File: src/rtl/button_event_gen.sv
// Turns debounced button levels into one-shot press/release/long/repeat events, one FSM per channel.
// Latency: every output is registered, pulses appear the cycle after the triggering edge; no backpressure.
module button_event_gen #(
    parameter int WIDTH             = 2,
    parameter int LONG_PRESS_CYCLES = 20,
    parameter int REPEAT_CYCLES     = 8
) (
    input  logic             clk,
    input  logic             rst,
    input  logic [WIDTH-1:0] debounced_signal,
    output logic [WIDTH-1:0] press_pulse,
    output logic [WIDTH-1:0] release_pulse,
    output logic [WIDTH-1:0] long_pulse,
    output logic [WIDTH-1:0] repeat_pulse,
    output logic [WIDTH-1:0] held
);

    localparam int MAX_CYC = (LONG_PRESS_CYCLES > REPEAT_CYCLES) ? LONG_PRESS_CYCLES : REPEAT_CYCLES;
    localparam int CW      = $clog2(MAX_CYC + 1);

    // Terminal counts: the counter restarts at 0 on the qualifying edge, so it fires one below the period.
    localparam logic [CW-1:0] LONG_LAST = CW'(LONG_PRESS_CYCLES - 1);
    localparam logic [CW-1:0] REP_LAST  = CW'(REPEAT_CYCLES - 1);
    localparam logic [CW-1:0] CNT_MAX   = '1;

    typedef enum logic [1:0] {
        IDLE    = 2'd0,
        PRESSED = 2'd1,
        REPEAT  = 2'd2,
        LOCKED  = 2'd3
    } state_t;

    for (genvar i = 0; i < WIDTH; i++) begin : g_ch
        state_t        state;
        logic [CW-1:0] cnt;
        logic          press_q;
        logic          release_q;
        logic          long_q;
        logic          repeat_q;
        logic          held_q;
        logic          btn;

        assign btn = debounced_signal[i];

        always_ff @(posedge clk) begin
            if (!rst) begin
                state     <= LOCKED;
                cnt       <= '0;
                press_q   <= 1'b0;
                release_q <= 1'b0;
                long_q    <= 1'b0;
                repeat_q  <= 1'b0;
                held_q    <= 1'b0;
            end else begin
                press_q   <= 1'b0;
                release_q <= 1'b0;
                long_q    <= 1'b0;
                repeat_q  <= 1'b0;
                case (state)
                    // A button still down from reset must be let go before it can count.
                    LOCKED: begin
                        if (!btn) begin
                            state <= IDLE;
                        end
                    end
                    IDLE: begin
                        if (btn) begin
                            state   <= PRESSED;
                            cnt     <= '0;
                            press_q <= 1'b1;
                            held_q  <= 1'b1;
                        end
                    end
                    PRESSED: begin
                        if (!btn) begin
                            state     <= IDLE;
                            cnt       <= '0;
                            release_q <= 1'b1;
                            held_q    <= 1'b0;
                        end else if (cnt == LONG_LAST) begin
                            state  <= REPEAT;
                            cnt    <= '0;
                            long_q <= 1'b1;
                        end else begin
                            cnt <= (cnt == CNT_MAX) ? cnt : cnt + CW'(1);
                        end
                    end
                    REPEAT: begin
                        if (!btn) begin
                            state     <= IDLE;
                            cnt       <= '0;
                            release_q <= 1'b1;
                            held_q    <= 1'b0;
                        end else if (cnt == REP_LAST) begin
                            cnt      <= '0;
                            repeat_q <= 1'b1;
                        end else begin
                            cnt <= (cnt == CNT_MAX) ? cnt : cnt + CW'(1);
                        end
                    end
                    default: begin
                        state  <= LOCKED;
                        cnt    <= '0;
                        held_q <= 1'b0;
                    end
                endcase
            end
        end

        assign press_pulse[i]   = press_q;
        assign release_pulse[i] = release_q;
        assign long_pulse[i]    = long_q;
        assign repeat_pulse[i]  = repeat_q;
        assign held[i]          = held_q;
    end

endmodule

File: config.mk
export PLATFORM = sky130hd
export DESIGN_NAME = button_event_gen
export DESIGN_NICKNAME = d
export VERILOG_FILES = /design/src/rtl/button_event_gen.sv
export SDC_FILE = /design/constraint.sdc
export NUM_CORES = 1
export LEC_CHECK = 0
export CORE_MARGIN = 5
export CORE_UTILIZATION = 50
export CTS_CLUSTER_SIZE = 28
export DETAILED_ROUTE_END_ITERATION = 10
export GPL_TIMING_DRIVEN = 0
export PLACE_DENSITY = 0.74
export REMOVE_ABC_BUFFERS = 1
export SYNTH_ARGS = -nofsm -noshare
export SYNTH_HDL_FRONTEND = slang
export SYNTH_SLANG_ARGS = --single-unit
File: constraint.sdc
create_clock -name clk -period 1.71 [get_ports clk]
set_clock_uncertainty 0.05 [all_clocks]
set_input_delay 0.2565 -clock clk [delete_from_list [all_inputs] [get_ports clk]]
set_output_delay 0.2565 -clock clk [all_outputs]
set_load 0.02 [all_outputs]
==> flow_summary_export.csv, run 1 <==
group,metric,value,unit
sta,worstMarginPinSlew,0.4459,ns
grt,grt_pass1_vias,1003,
hold_path,min_path_type,"input pin to flop",
grt,gr-total-overflow,0,
floorplanning,core,0.002710,sq mm
synthesis,synthMuxAreaShare,0.04434,
floorplanning,die_w,62.59,microns
critical_path,cp_slowest_stage_delay,0.43,ns
detailed_routing,drc,0,
sta,period_needed,1.613,ns
synthesis,postSynthAreaPerCell,9.156,sq um
clock_tree,clock-sinks,24,
finish,layout-drive-gt1-share,0.2215,
clock_tree,clk_latency,0.32,ns
critical_path,start_kind,"flop",
place,portBuffers,13,
clock_tree,clockBufferDepth,2,
critical_path,crit_path_end_kind,"flop",
detailed_routing,routed_via_density,5.688,
finish,final_cell_mix,"dfxtp_1, nor2_1, nand2_1, clkdlybuf4s50_1, o21ai_0",
finish,diodes,0,
finish,fin_util,0.6002,
critical_path,worstSetupPathType,"flop to flop",
clock_tree,ctsHoldBuffers,0,
synthesis,synth_xor_area_frac,0.01267,
detailed_routing,dr.pass1.iters,4,
synthesis,synthesis.instances,151,
finish,num-fill-cells,253,
critical_path,crit_path_max_fanout,4,
sta,setup_slack,0.09707,ns
power_and_ir_drop,internal-power,0.9155,mW
power_and_ir_drop,peakVddDrop,0.0005469,V
power_and_ir_drop,power,1.333,mW
finish,nNetsFinal,176,
place,gp_congestion,0.7256,
sta,fmax,620.0,MHz
power_and_ir_drop,p_sw_frac,0.3132,
power_and_ir_drop,seq_power_share,0.476,
synthesis,ys_seq_area_frac,0.3475,
detailed_routing,wl_per_cell,13.99,microns
floorplanning,start_util,0.5102,
sta,hold_viol_final,0,
place,dp_hpwl,1816,microns
floorplanning,dieHeight,62.59,microns
clock_tree,cts.htree.levels,1,
synthesis,yosys_warnings,0,
clock_tree,cts_made_buffers,3,
floorplanning,die_area,0.003917,sq mm
clock_tree,clk_pin_slew,0.14,ns
floorplanning,io_pins,14,
synthesis,synth_area_leaders,"dfxtp_1, ha_1, buf_4",
power_and_ir_drop,p_comb_frac,0.295,
flow_run,cap_violations,0,
critical_path,r2r_setup_slack,0.1,ns
power_and_ir_drop,power.leakage,0.6484,nW
finish,areaGrowthSynthToFinish,17.65,%
synthesis,synth_edf_count,0,
sta,slew_violations,0,
sta,slew_headroom,0.7022,
finish,final_common_cell,"dfxtp_1",
synthesis,yosysTopAreaCellShare,0.3475,
detailed_routing,wl,2644,microns
detailed_routing,ant_nets,0,
synthesis,synth_fa_ha_area_frac,0.1176,
critical_path,path_cells,"ha_4 -> nand4bb_4 -> a2111oi_4 -> nor3_1 -> a311o_1",
sta,fin_crit_sh,0.9432,
power_and_ir_drop,p_clk_frac,0.228,
power_and_ir_drop,pwr_density_cell,819.6,mW/mm^2
place,place_ws,-0.3320,ns
status,status,"finished, final reports clean",
synthesis,synth_top_family_by_area,"simple AND/OR/NAND/NOR gates",
grt,grt_max_degree,14,
synthesis,yosys.area_share.simple,0.2335,
synthesis,synth_compound_gate_area_share,0.1520,
detailed_routing,via_count,1075,
clock_tree,cts_tree,"built",
clock_tree,cts_root_buffer,"clkbuf_4",
synthesis,ys_types,39,
grt,grt_pass1_wl,4409,microns
synthesis,yosys_most_used_dff,"dfxtp_1",
power_and_ir_drop,p_switching,0.4176,mW
sta,setup_viol,0,
critical_path,worstPathArrival,1.79,ns
critical_path,crit_required,1.89,ns
floorplanning,fp-row-count,19,
synthesis,syn_area,0.001383,sq mm
synthesis,synth_area_leader_cell,"dfxtp_1",
detailed_routing,drt_iter0_drc,33,
critical_path,crit_slowest_cell,"a2111oi_4",
grt,track_usage,0.1306,
grt,antenna_found_initial,0,
synthesis,ys_ff_latch,24,
synthesis,synth_async_sr_flop_share,0,
-- what timing repair did --
action | CTS | global route
resized for setup | 11 | 19
hold endpoints to repair | 0 | 0
setup buffers | 1 | 3
pin swaps | 3 | 4
endpoints found under the setup margin | 9 | 11
-- power by group through the flow --
stage          combinational, mW  sequential (mW)  clock, mW
6_report                   0.394            0.635      0.304
5_1_grt                    0.438            0.640      0.341
4_1_cts                    0.339            0.629      0.310
3_5_place_dp               0.309            0.639          0
3_3_place_gp               0.297            0.636          0
2_1_floorplan              0.223            0.643          0
-- per-layer routing --
| layer | track usage | vias up | wire length (microns) |
|---|---|---|---|
| met3 | 0.03417 | 0 | 116 |
| met4 | 0.02122 | 0 | 0 |
| met1 | 0.1582 | 516 | 1208 |
| met5 | 0 | - | 0 |
| met2 | 0.2332 | 19 | 1319 |
| li1 | - | 540 | - |
-- critical path, delay by kind of cell (launching register included) --
family	cells	cell delay (ns)
fa+ha+maj	1	0.15
simple gates	2	0.21
flops	1	0.39
compound gates	2	0.74
-- synth_stat cells, types with 2 or more instances --
library cell,instances
dfxtp_1,24
nor2_1,14
ha_1,13
nand2_1,12
buf_4,10
o21ai_0,10
inv_1,7
mux2i_1,5
a21oi_1,4
nor2b_1,4
nor3b_1,4
a31oi_1,3
and3_1,3
clkbuf_1,3
nand3_1,3
nor3_1,3
and2_1,2
and4b_2,2
nand4_1,2
o211ai_1,2
o22ai_1,2
xor2_1,2
-- cells by family after synthesis --
group	Yosys count
muxes	6
AOI/OAI and AO/OA	29
xor gates and xnor gates	2
DFF	24
adders and majority gates	13
buffers and inverters	22
and+or+nand+nor	55
-- sequential cells by signal, summed over array words and instances, names as in the netlist --
register        cells
g_ch.held_q         2
g_ch.cnt           10
g_ch.repeat_q       2
g_ch.long_q         2
g_ch.state          4
g_ch.release_q      2
g_ch.press_q        2
-- worst paths after layout --
path                             from                 to  cells after the start
hold / removal    debounced_signal[0]  g_ch[0].release_q                      2
setup / recovery       g_ch[0].cnt[0]   g_ch[0].state[1]                      5
hold reg to reg        g_ch[1].held_q     g_ch[1].held_q                      2
setup reg to reg       g_ch[0].cnt[0]   g_ch[0].state[1]                      5
-- layout make-up --
type | count | area, sq um | share of cell area
Timing Repair Buffer | 17 | 165.2 | 0.1015
Inverter | 8 | 30.03 | 0.01846
Sequential cell | 24 | 491.7 | 0.3023
Clock buffer | 4 | 36.28 | 0.02231
Multi-Input combinational cell | 105 | 864.6 | 0.5315
Tap cell | 31 | 38.79 | 0.02385
-- metrics by stage --
| step | TNS, ns | hold slack (ns) | cells | cell area [sq um] |
|---|---|---|---|---|
| after global placement | -1.338 | 0.4243 | 181 | 1454 |
| after detailed placement | -1.902 | 0.4355 | 181 | 1454 |
| after floorplan | 0 | 0.2684 | 137 | 1285 |
| after global routing | -0.05636 | 0.2576 | 189 | 1627 |
| final | 0 | 0.2511 | 189 | 1627 |
| after CTS | 0 | 0.4558 | 186 | 1536 |
(Power assumes the default switching activity.)
==> run 2: changes to the inputs <==
REMOVE_ABC_BUFFERS = default   (was 1)
==> run 2 against run 1 <==
Against the previous run: highest routed layer is now met4; largest cell class unchanged; combinational power rose by 3%; core utilization rose by 2.9 points; die area unchanged; critical path depth grew 1; register-to-register slack lost 0.03 ns; global-route usage grew 1.4 points.
==> flow_summary_export.csv, run 2 (synthesis gave the netlist of run 1 again) <==
group,metric,value,unit
detailed_routing,met1Wirelength,1179,microns
floorplanning,io_pins,14,
sta,setup_viol,0,
grt,antenna_found_initial,0,
detailed_routing,dr.pass1.iters,4,
clock_tree,cts.htree.levels,1,
grt,grt_pass1_vias,1077,
critical_path,r2r_setup_slack,0.07,ns
finish,num-fill-cells,225,
critical_path,crit_required,1.87,ns
sta,slew_headroom,0.7322,
finish,fin_util,0.6288,
power_and_ir_drop,power.leakage,0.7562,nW
detailed_routing,via_count,1150,
detailed_routing,dr_wl_met3,146,microns
clock_tree,clk_pin_slew,0.13,ns
finish,ff_latch_area,491.7,sq um
hold_path,min_path_type,"input pin to flop",
critical_path,cpLargestDelayFamily,"compound AO/OA/AOI/OAI gates",
floorplanning,core,0.002710,sq mm
sta,fmax,608.3,MHz
critical_path,crit_slowest_cell,"a2111oi_4",
finish,nNetsFinal,187,
floorplanning,die_area,0.003917,sq mm
critical_path,crit_path_max_fanout,10,
critical_path,cp_slowest_stage_delay,0.41,ns
floorplanning,start_util,0.5102,
sta,period_needed,1.644,ns
sta,fin_crit_sh,0.9614,
detailed_routing,drt_iter0_drc,18,
clock_tree,clockBufferDepth,2,
status,status,"finished, final reports clean",
flow_run,cap_violations,0,
critical_path,worstPathArrival,1.80,ns
clock_tree,cts_made_buffers,3,
finish,multi_input_area,867.1,sq um
detailed_routing,routed_via_density,5.750,
clock_tree,clk_latency,0.31,ns
floorplanning,fp-row-count,19,
grt,track_usage,0.1446,
place,dp_hpwl,1954,microns
finish,final_cell_mix,"dfxtp_1, nor2_1, buf_4, nand2_1",
finish,final_common_cell,"dfxtp_1",
sta,rsz0062_at_grt,"no",
sta,slew_violations,0,
critical_path,path_cells,"buf_6 -> nand4bb_4 -> a2111oi_4 -> buf_4 -> o21ai_0 -> o311ai_1",
detailed_routing,highest_layer,"met4",
detailed_routing,ant_nets,0,
critical_path,crit_path_end_kind,"flop",
power_and_ir_drop,peakVddDrop,0.0005888,V
detailed_routing,wl,2622,microns
finish,largest_register,"g_ch.cnt",
clock_tree,cts_root_buffer,"clkbuf_4",
sta,worstMarginPinSlew,0.4017,ns
critical_path,start_kind,"flop",
synthesis,synth_nets,168,
floorplanning,die_w,62.59,microns
sta,holdWs,0.2169,ns
finish,largest_reg_flops,10,
grt,gr-total-overflow,0,
place,portBuffers,11,
power_and_ir_drop,pwr_density_cell,783.3,mW/mm^2
finish,layout-drive-gt1-share,0.2663,
finish,areaGrowthSynthToFinish,23.26,%
place,gp_congestion,0.7875,
clock_tree,cts_tree,"built",
finish,diodes,0,
critical_path,cp.buffers_inverters,2,
clock_tree,clock-sinks,24,
detailed_routing,met2_wirelength,1280,microns
finish,reg.largest.list,"g_ch.cnt x10, g_ch.state x4",
floorplanning,dieHeight,62.59,microns
detailed_routing,wl_per_cell,13.11,microns
grt,grt_max_degree,14,
grt,grt_pass1_wl,4726,microns
sta,hold_viol_final,0,
critical_path,worstSetupPathType,"flop to flop",
detailed_routing,drc,0,
-- run 2: routing by layer --
layer  global-route usage  up-vias
met5                    0        -
met4              0.05570        0
met3              0.04317        2
met2               0.2163       32
met1               0.1943      539
li1                     -      577
-- run 2: layout make-up --
type / count / share of cell area
clock buffer: 4 / 0.02129
multi-input combinational: 105 / 0.5088
buffer: 14 / 0.05727
inverter: 8 / 0.01762
tap: 31 / 0.02276
sequential: 24 / 0.2885
timing repair buffer: 14 / 0.08370
-- run 2: path summary, 6_finish.rpt --
path                        from                to  cells past startpoint
setup / recovery  g_ch[0].cnt[2]  g_ch[0].state[0]                      6
hold / removal               rst  g_ch[1].state[0]                      2
setup reg to reg  g_ch[0].cnt[2]  g_ch[0].state[0]                      6
hold reg to reg   g_ch[0].held_q    g_ch[0].held_q                      2
-- run 2: metrics by stage --
stage | cell area (sq um) | TNS, ns | instances | power, mW | worst slack (ns)
4_1_cts | 1614 | 0 | 198 | 1.289 | 0.004849
5_1_grt | 1704 | 0 | 200 | 1.440 | 0.004428
6_report | 1704 | 0 | 200 | 1.335 | 0.06595
3_5_place_dp | 1531 | -0.7580 | 193 | 0.9613 | -0.1729
2_1_floorplan | 1383 | 0 | 151 | 0.8824 | 0.05675
3_3_place_gp | 1531 | -0.3789 | 193 | 0.9404 | -0.1479
-- run 2: report_power, final --
group	internal, mW	total [mW]	switching [mW]
Clock	0.130	0.296	0.166
Sequential	0.602	0.634	0.0324
Combinational	0.189	0.405	0.216
-- run 2: what timing repair did --
item	in CTS	in global routing
hold endpoints to repair	0	0
endpoints found under the setup margin	8	15
pin swaps	1	4
hold buffers	0	0
resized for setup	10	23
setup buffers	1	2
